`src/rtl/fetch_pkg.sv`:
```
// rtl/fetch_pkg.sv - shared state encoding and default widths for the fetch controller
package fetch_pkg;

    localparam int FETCH_DATA_WIDTH = 16;

    typedef enum logic [2:0] {
        IDLE  = 3'd0,
        LOAD  = 3'd1,
        ADDR  = 3'd2,
        INC   = 3'd3,
        FAULT = 3'd4
    } fetch_state_t;

endpackage

```
`src/rtl/fetch_wait_timer.sv`:
```
// rtl/fetch_wait_timer.sv - memory wait-cycle counter with terminal-count flag
module fetch_wait_timer #(
    parameter int TERMINAL = 15
) (
    input  logic clock,
    input  logic reset,
    input  logic i_clear,
    input  logic i_enable,
    output logic o_terminal
);

    localparam int WIDTH = $clog2(TERMINAL + 1);

    logic [WIDTH-1:0] r_count;

    always_ff @(posedge clock) begin
        if (reset || i_clear) begin
            r_count <= '0;
        end else if (i_enable) begin
            r_count <= r_count + WIDTH'(1);
        end
    end

    // Flags the wait cycle whose increment makes the count reach TERMINAL.
    assign o_terminal = (r_count == WIDTH'(TERMINAL - 1));

endmodule

```
`src/rtl/fetch_controller.sv`:
```
// rtl/fetch_controller.sv - PC/memory fetch sequencer; FETCH_TIMEOUT_EN adds a wait timeout to FAULT
module fetch_controller
    import fetch_pkg::*;
#(
    parameter int DATA_WIDTH     = FETCH_DATA_WIDTH,
    parameter int TIMEOUT_CYCLES = 15
) (
    input  logic                  clock,
    input  logic                  reset,
    input  logic                  start,
    input  logic                  jump,
    input  logic                  mem_ready,
    input  logic [DATA_WIDTH-1:0] data_bus,
    output logic                  pc_notLoad,
    output logic                  pc_inc,
    output logic                  pc_notOE,
    output logic                  mem_notRead,
    output logic [DATA_WIDTH-1:0] ir,
    output logic                  ir_valid,
    output logic                  busy,
    output logic                  fault
);

    fetch_state_t          r_state;
    fetch_state_t          w_next;
    logic [DATA_WIDTH-1:0] r_ir;
    logic                  w_timeout;

`ifdef FETCH_TIMEOUT_EN
    fetch_wait_timer #(
        .TERMINAL (TIMEOUT_CYCLES)
    ) u_wait_timer (
        .clock      (clock),
        .reset      (reset),
        .i_clear    (r_state != ADDR),
        .i_enable   ((r_state == ADDR) && !mem_ready),
        .o_terminal (w_timeout)
    );
    assign fault = (r_state == FAULT);
`else
    logic w_unused_timeout;
    assign w_unused_timeout = (TIMEOUT_CYCLES != 0);
    assign w_timeout        = 1'b0;
    assign fault            = 1'b0;
`endif

    always_ff @(posedge clock) begin
        if (reset) begin
            r_state <= IDLE;
        end else begin
            r_state <= w_next;
        end
    end

    always_ff @(posedge clock) begin
        if (reset) begin
            r_ir <= '0;
        end else if ((r_state == ADDR) && mem_ready) begin
            r_ir <= data_bus;
        end
    end

    always_comb begin
        w_next      = r_state;
        pc_notLoad  = 1'b1;
        pc_inc      = 1'b0;
        pc_notOE    = 1'b1;
        mem_notRead = 1'b1;
        ir_valid    = 1'b0;
        case (r_state)
            IDLE: begin
                if (jump) begin
                    w_next = LOAD;
                end else if (start) begin
                    w_next = ADDR;
                end
            end
            LOAD: begin
                pc_notLoad = 1'b0;
                w_next     = IDLE;
            end
            ADDR: begin
                pc_notOE    = 1'b0;
                mem_notRead = 1'b0;
                // A late mem_ready on the terminal wait cycle still completes the fetch.
                if (mem_ready) begin
                    w_next = INC;
                end else if (w_timeout) begin
                    w_next = FAULT;
                end
            end
            INC: begin
                pc_inc   = 1'b1;
                ir_valid = 1'b1;
                w_next   = IDLE;
            end
            FAULT: begin
                w_next = FAULT;
            end
            default: begin
                w_next = IDLE;
            end
        endcase
    end

    assign ir   = r_ir;
    assign busy = (r_state != IDLE);

endmodule

```
`config.mk`:
```
export PLATFORM = sky130hd
export DESIGN_NAME = fetch_controller
export DESIGN_NICKNAME = d
export VERILOG_FILES = /design/src/rtl/fetch_pkg.sv /design/src/rtl/fetch_wait_timer.sv /design/src/rtl/fetch_controller.sv
export SDC_FILE = /design/constraint.sdc
export NUM_CORES = 1
export LEC_CHECK = 0
export CAP_MARGIN = 30
export CORE_MARGIN = 2
export CORE_UTILIZATION = 35
export CTS_CLUSTER_DIAMETER = 60
export DETAILED_ROUTE_END_ITERATION = 8
export PLACE_DENSITY = 0.71
export SLEW_MARGIN = 30
export SYNTH_ARGS = -nofsm -noshare
export SYNTH_HDL_FRONTEND = slang
export SYNTH_HIERARCHICAL = 1
export SYNTH_SLANG_ARGS = --single-unit
export TNS_END_PERCENT = 10
```
`constraint.sdc`:
```
create_clock -name clock -period 1.6 [get_ports clock]
set_input_delay 0.32 -clock clock [delete_from_list [all_inputs] [get_ports clock]]
set_output_delay 0.32 -clock clock [all_outputs]
set_load 0.05 [all_outputs]
```
# Word-level counts from Yosys, hierarchy flattened
# Cells that the tools add are included.
[classes] reduce_logical=4 n_mux=7 n_eq_ne=6
[op_table] op="3-bit two-way mux" n=3
[op_table] op="3-bit one-hot mux with 3 select lines" n=1
[op_table] op="3-bit by 2-bit equality test with 1-bit output, second input constant" n=2
[op_table] op="3-bit by 1-bit equality test with 1-bit output, second input constant" n=1
[op_table] op="3-bit equality test, second input constant" n=1
[op_table] op="3-bit logical NOT" n=1
[op_table] op="1-bit two-way mux" n=3
[op_table] op="3-bit != test, second input constant" n=1
[op_table] op="3-bit nonzero test" n=1
[op_table] op="2-bit != test, second input constant" n=1
[op_table] op="2-bit AND reduction" n=1
[op_table] op="1-bit logical AND" n=1
[totals] reg_bits=19 elab_cells=19 output_inout_bits=23 inputBits=21

# Depth between registers and ports, before layout
# Gate-level depths: netlist of run 1.
[logic_depth] depth_word=3 depth_mapped=4 depth_no_buf=2

# Worst setup path before layout of run 1
# Ideal clock, no wire load.
[synth_timing] path_kind="reg-to-output" from="register r_state[1]" to="output port pc_inc" path_buffers=1 required_time_ns=1.280 arrival_time_ns=2.064 path_stages_with_launch=4 slack_ns=-0.784 cell_sequence="dfxtp_1 -> inv_1 -> nor3b_1 -> buf_4"
[synth_between] elab_chain_len=2
[synth_rtl] element="start, declared" line_no="fetch_controller.sv:24" rtl="fetch_state_t r_state;"
[synth_rtl] element="start signal, assigned" line_no="fetch_controller.sv:51" rtl="r_state <= w_next;"
[synth_rtl] element="3-bit by 2-bit equality test with 1-bit output"
[synth_rtl] element="1-bit two-way mux"
[synth_rtl] element="end, declared" line_no="fetch_controller.sv:15" rtl="output logic pc_inc,"
# No other way between the ends.

# Final worst setup path of run 1
[layout_timing] from="register r_state[0]" to="output port pc_inc"
[layout_between] elab_chain_len=2
[layout_rtl] element="3-bit by 2-bit equality test with 1-bit output" line_no="fetch_controller.sv:70" rtl="case (r_state)"
[layout_rtl] element="1-bit two-way mux" line_no="fetch_controller.sv:70"
# No other way between the ends.

==> results.py, run 1 <==
metrics = {
    "timing": {
        "fin_tns_setup_ns": 0,
        "fmax_mhz": 655,
        "finalCritPeriodShare_pct": 95.4,
        "finalCriticalPeriod_ns": 1.53,
        "fin_worst_hold_slack_ns": 0.483,
        "rsz0062_at_grt": "false",
        "finalSetupViolCount": 0,
        "drv_slew": 0,
        "fin_skew_ns": 0.00502,
        "hold_viol": 0,
    },
    "layout": {
        "drive_above_1_share_pct": 23.8,
        "fin_cells": 160,
        "final_util_pct": 56.2,
        "nets": 152,
        "area_growth_pct": 54.5,
        "diodes": 0,
    },
    "route": {
        "avgViaCountPerCell": 4.52,
        "vias": 723,
        "drc": 0,
        "ant_nets": 0,
        "wl_per_cell_um": 10.8,
        "wl_um": 1730,
        "drtIter0Drc": 7,
        "dr.pass1.iters": 4,
    },
    "critical_path": {
        "crit_fanout": 6,
        "worstReg2RegEnd": "ir[15]",
        "reg2reg_depth": 4,
        "r2r-start": "r_state[1]",
        "crit_path_cell_trace": "nor3b_4, buf_12",
        "r2r_slack_ns": 0.44,
        "critical_path.startpoint": "r_state[0]",
        "cpPeakStageDelay_ns": 0.42,
        "cp.arrival_ns": 1.21,
        "setup.worst_path.end": "pc_inc",
        "required_ns": 1.28,
        "worst_setup_path_start_kind": "flip-flop",
        "endpoint_kind": "primary output",
        "crit_slowest_cell": "dfxtp_1",
        "criticalPathCategory": "reg2out",
    },
    "die": {
        "die_h_um": 54.5,
        "coreArea_mm2": 0.00245,
        "rows": 18,
        "die_width_um": 54.5,
        "dieArea_mm2": 0.00297,
        "io_pins": 44,
        "initial_core_util_pct": 36.4,
    },
    "power": {
        "p_switching_uw": 286,
        "power_density_mw_per_mm2": 727,
        "p_comb_share_pct": 26.2,
        "power.clock.fraction_pct": 24.2,
        "power_leakage_nw": 0.541,
        "pwr-share-seq_pct": 49.5,
        "irDropWorstVdd_mv": 0.372,
        "p_sw_share_pct": 28.5,
        "p_int_uw": 717,
    },
    "clocking": {
        "holdBufCountCts": 0,
        "insertion_delay_ns": 0.29,
        "clock_sinks": 19,
        "clock_path_buffers": 2,
        "cts_tree": "yes",
        "cts-root-buf": "clkbuf_4",
        "htreeDepth": 1,
        "path_clk_slew_ns": 0.11,
        "cts_buffers": 3,
    },
    "global_route": {
        "grtUsageTotal_pct": 13.7,
        "grt_pass1_vias": 703,
        "grt_max_degree": 34,
        "antenna_found_initial": 0,
        "grt_pass1_wl_um": 2930,
        "grt-ovfl-total": 0,
    },
    "synth": {
        "syn_avg_cell_area_um2": 10.0,
        "yosysUniqueCellTypes": 17,
        "synth_nets": 110,
        "yosysTopAreaCellShare_pct": 42.6,
        "synthTopCellsByArea": "dfxtp_1 (43%), nand2b_1 (23%), mux2i_1 (19%), buf_4 (2.5%), buf_12 (2.2%)",
        "ys_warn_count": 6,
        "syn_inst": 89,
        "seq_area_frac_synth_pct": 42.6,
        "post-synth-top-area-cell": "dfxtp_1",
        "synth_area_um2": 893,
        "ys_seq_elements": 19,
    },
    "placement": {
        "place_congestion": 0.686,
        "portBuffers": 42,
        "place_inst": 155,
        "hpwl_um": 1350,
    },
    "run": {
        "maxCapViolations": 0,
    },
    "hold_path": {
        "min_path_type": "reg2reg",
    },
    "outcome": {
        "run_status": "finished clean",
    },
}
placed cells by master, fill, tap and decap left out, drive strengths merged, types with 2 or more instances in the layout:
cell and n:
clkdlybuf4s50 20, mux2i 17, clkbuf 4, nand2 2, dfxtp 19, nor2 2, nand2b 33, buf 25
power by group through the flow:
stage | registers [mW] | logic [mW] | clock network, mW
after global routing | 0.499 | 0.280 | 0.266
after global placement | 0.509 | 0.259 | 0
final | 0.497 | 0.263 | 0.243
after floorplan | 0.546 | 0.111 | 0
after CTS | 0.497 | 0.267 | 0.253
after detailed placement | 0.509 | 0.262 | 0
worst min path at each step:
stage,slack [ns],start,to,cells after the start
2_1_floorplan,0.46,jump,r_state[0],2
3_5_place_dp,0.47,ir[2],ir[2],2
3_3_place_gp,0.46,ir[9],ir[9],2
6_report,0.48,ir[7],ir[7],2
5_1_grt,0.50,ir[12],ir[12],2
4_1_cts,0.49,ir[5],ir[5],2
area by class of cell:
| class | count | area (µm²) |
|---|---|---|
| fill | 233 | 1070 |
| sequential | 19 | 382 |
| tap | 30 | 37.5 |
| clock buffer | 4 | 26.3 |
| multi-input combinational | 61 | 455 |
| inverter | 1 | 3.75 |
| timing repair buffer | 45 | 475 |
synthesized netlist by cell type:
master / instances
a21oi_1: 1
and4bb_1: 1
buf_12: 1
buf_4: 3
buf_6: 1
clkbuf_1: 3
conb_1: 1
dfxtp_1: 19
inv_1: 1
mux2i_1: 17
nand2_1: 2
nand2b_1: 33
nand3b_1: 1
nor2_1: 2
nor3b_1: 1
nor4b_1: 1
or3_2: 1
repair_timing:
item / in CTS / in global routing
resized for setup: 1 / 0
setup endpoints to repair: 2 / 0
buffers inserted: 1 / 0
critical path, delay by kind of cell, from the launching register on:
family | cells | cell delay [ns]
DFF | 1 | 0.42
and+or+nand+nor | 1 | 0.32
buffers and inverters | 1 | 0.18
state kept, by name, summed over array words and instances, names as in the netlist:
register  cells
ir           16
r_state       3
cell families (layout without fill, tap and decap cells):
family | count (synthesis) | count (layout) | synth area share (%)
other | 1 | 1 | 0.420
multiplexers | 17 | 17 | 19.0
buffers and inverters | 9 | 50 | 7.70
AND/OR/NAND/NOR | 42 | 42 | 29.7
AO/OA/AOI/OAI | 1 | 1 | 0.560
flip-flops | 19 | 19 | 42.6
per-stage QoR:
stage                     setup slack, ns  cell area, µm²  power, mW
final                              0.0735            1380       1.00
after global routing              0.00399            1380       1.05
after CTS                          0.0479            1380       1.02
after detailed placement           0.0604            1350      0.771
after global placement              0.112            1350      0.768
after floorplan                    0.0388             908      0.657
routing by layer:
metal | GRT usage (%) | routed length (µm) | vias to the layer above
li1 | - | - | 368
met1 | 18.1 | 828 | 327
met2 | 22.3 | 802 | 28
met3 | 3.01 | 104 | 0
met4 | 3.75 | 0 | 0
met5 | 0 | 0 | -
Power figures use the tool's default switching activity.
==> inputs of run 2 (changes only) <==
--- a/config.mk
+++ b/config.mk
@@ -7,10 +7,10 @@
 export LEC_CHECK = 0
 export CAP_MARGIN = 30
 export CORE_MARGIN = 2
-export CORE_UTILIZATION = 35
+export CORE_UTILIZATION = 39
 export CTS_CLUSTER_DIAMETER = 60
 export DETAILED_ROUTE_END_ITERATION = 8
-export PLACE_DENSITY = 0.71
+export PLACE_DENSITY = 0.78
 export SLEW_MARGIN = 30
 export SYNTH_ARGS = -nofsm -noshare
 export SYNTH_HDL_FRONTEND = slang
==> run 2 against run 1 <==
- worst setup slack better by 0.0054 ns
- core utilization up 7.3 points
- wire length down 0.17%
- largest cell class unchanged
- non-clock buffer count up 1
- register-to-register slack better by 0.02 ns
==> results.py, run 2 (synthesis gave the netlist of run 1 again) <==
metrics = {
    "global_route": {
        "grt_pass1_wl_um": 2860,
        "grt_max_degree": 23,
        "grt_pass1_vias": 674,
        "use_met2_pct": 24.5,
        "grt.met3_usage_pct": 4.02,
        "grt-ovfl-total": 0,
        "grtUsageTotal_pct": 14.0,
        "busiest_layer": "met2",
        "antenna_found_initial": 0,
        "met1_usage_pct": 17.0,
    },
    "placement": {
        "hpwl_um": 1320,
        "post-place-ws_ns": 0.0805,
        "place_congestion": 0.643,
        "place_area_mm2": 0.00135,
        "portBuffers": 42,
        "place_inst": 154,
    },
    "timing": {
        "finalSetupViolCount": 0,
        "fin_worst_hold_slack_ns": 0.470,
        "finalCriticalPeriod_ns": 1.52,
        "layout_setup_ws_ns": 0.0789,
        "finalCritPeriodShare_pct": 95.1,
        "rsz0062_at_grt": "false",
        "drv_slew": 0,
        "fin_skew_ns": 0.00649,
        "fmax_mhz": 657,
        "hold_viol": 0,
        "fin_tns_setup_ns": 0,
    },
    "clocking": {
        "insertion_delay_ns": 0.29,
        "path_clk_slew_ns": 0.11,
        "cts_buffers": 3,
        "clock_path_buffers": 2,
        "cts-root-buf": "clkbuf_4",
        "htreeDepth": 1,
        "clock_sinks": 19,
        "cts_tree": "yes",
    },
    "critical_path": {
        "worstReg2RegEnd": "ir[8]",
        "worst_setup_path_start_kind": "flip-flop",
        "r2r-start": "r_state[1]",
        "r2r_slack_ns": 0.46,
        "crit_buf_inv": 2,
        "cp.arrival_ns": 1.20,
        "reg2reg_depth": 4,
        "crit_fanout": 4,
        "crit_cells": 3,
        "crit_path_cell_trace": "inv_1, nor3b_4, buf_12",
        "criticalPathCategory": "reg2out",
        "cpPeakStageDelay_ns": 0.34,
        "required_ns": 1.28,
        "crit_slowest_cell": "dfxtp_2",
        "endpoint_kind": "primary output",
        "cp_top_family": "flip-flops",
    },
    "power": {
        "total_power_mw": 1.01,
        "power_leakage_nw": 0.546,
        "power_density_mw_per_mm2": 724,
        "irDropWorstVdd_mv": 0.674,
    },
    "layout": {
        "diodes": 0,
        "area_growth_pct": 55.7,
        "fin_area_mm2": 0.00139,
        "nets": 153,
        "drive_above_1_share_pct": 26.7,
        "final_cell_mix": "nand2b_1 (33), clkdlybuf4s50_1 (20), buf_4 (19)",
        "layout_commonest_cell": "nand2b_1",
        "largest_register_ffs": 16,
        "final_util_pct": 63.5,
        "fin_cells": 159,
    },
    "route": {
        "wl_um": 1730,
        "wl_per_cell_um": 10.9,
        "avgViaCountPerCell": 4.46,
        "drtIter0Drc": 7,
        "drc": 0,
        "dr.pass1.iters": 4,
        "ant_nets": 0,
        "vias": 709,
    },
    "run": {
        "maxCapViolations": 0,
    },
    "die": {
        "coreArea_mm2": 0.00219,
        "die_h_um": 51.9,
        "die_width_um": 51.9,
        "dieArea_mm2": 0.00269,
        "io_pins": 44,
        "rows": 17,
        "initial_core_util_pct": 40.8,
    },
    "outcome": {
        "run_status": "finished clean",
    },
    "hold_path": {
        "holdPathStages": 1,
        "holdPathEnd": "r_state[2]",
        "min_from": "r_state[0]",
        "min_path_type": "reg2reg",
    },
}
[run 2: cell count changes in the layout (fill, tap and decap cells not counted)]
cell | before | now
dfxtp_1 | 18 | 16
clkinvlp_4 | 0 | 1
clkbuf_1 | 1 | 0
dfxtp_2 | 1 | 3
buf_4 | 18 | 19
[run 2: routing by layer]
metal	vias up	part of all wire (%)
met1	315	43
li1	367	-
met4	0	0
met2	27	49
met5	-	0
met3	0	7.9
[run 2: timing repair]
action	CTS	global route
gates resized for setup	1	2
endpoints found under the hold margin	0	0
setup buffers	1	0
pin swaps	1	1
endpoints found under the setup margin	2	4
hold buffers	0	0
[run 2: final cells by class]
class / count / area (µm²)
clock inverters: 1 / 7.51
well taps: 28 / 35.0
inverters: 1 / 3.75
fillers: 178 / 800
flip-flops and latches: 19 / 384
repair buffers: 46 / 483
multi-input cells: 61 / 455
clock buffers: 3 / 22.5
[run 2: how the worst max path moves through the flow]
stage                     endpoint       start
after global placement      ir[10]   mem_ready
after floorplan             pc_inc  r_state[1]
final                     ir_valid  r_state[1]
after detailed placement    ir[11]   mem_ready
after CTS                 ir_valid  r_state[0]
after global routing      ir_valid  r_state[0]
[run 2: worst reg2reg max path, stage by stage, from the launching register on]
cell and delay [ns]:
dfxtp_2 0.34, buf_4 0.12, and4bb_1 0.24, buf_12 0.18
mux2i_1 0.20
[run 2: power by group]
| part | internal, mW | switching, mW |
|---|---|---|
| Combinational | 0.134 | 0.132 |
| Clock | 0.0949 | 0.149 |
| Sequential | 0.488 | 0.00947 |
| Total | 0.717 | 0.291 |
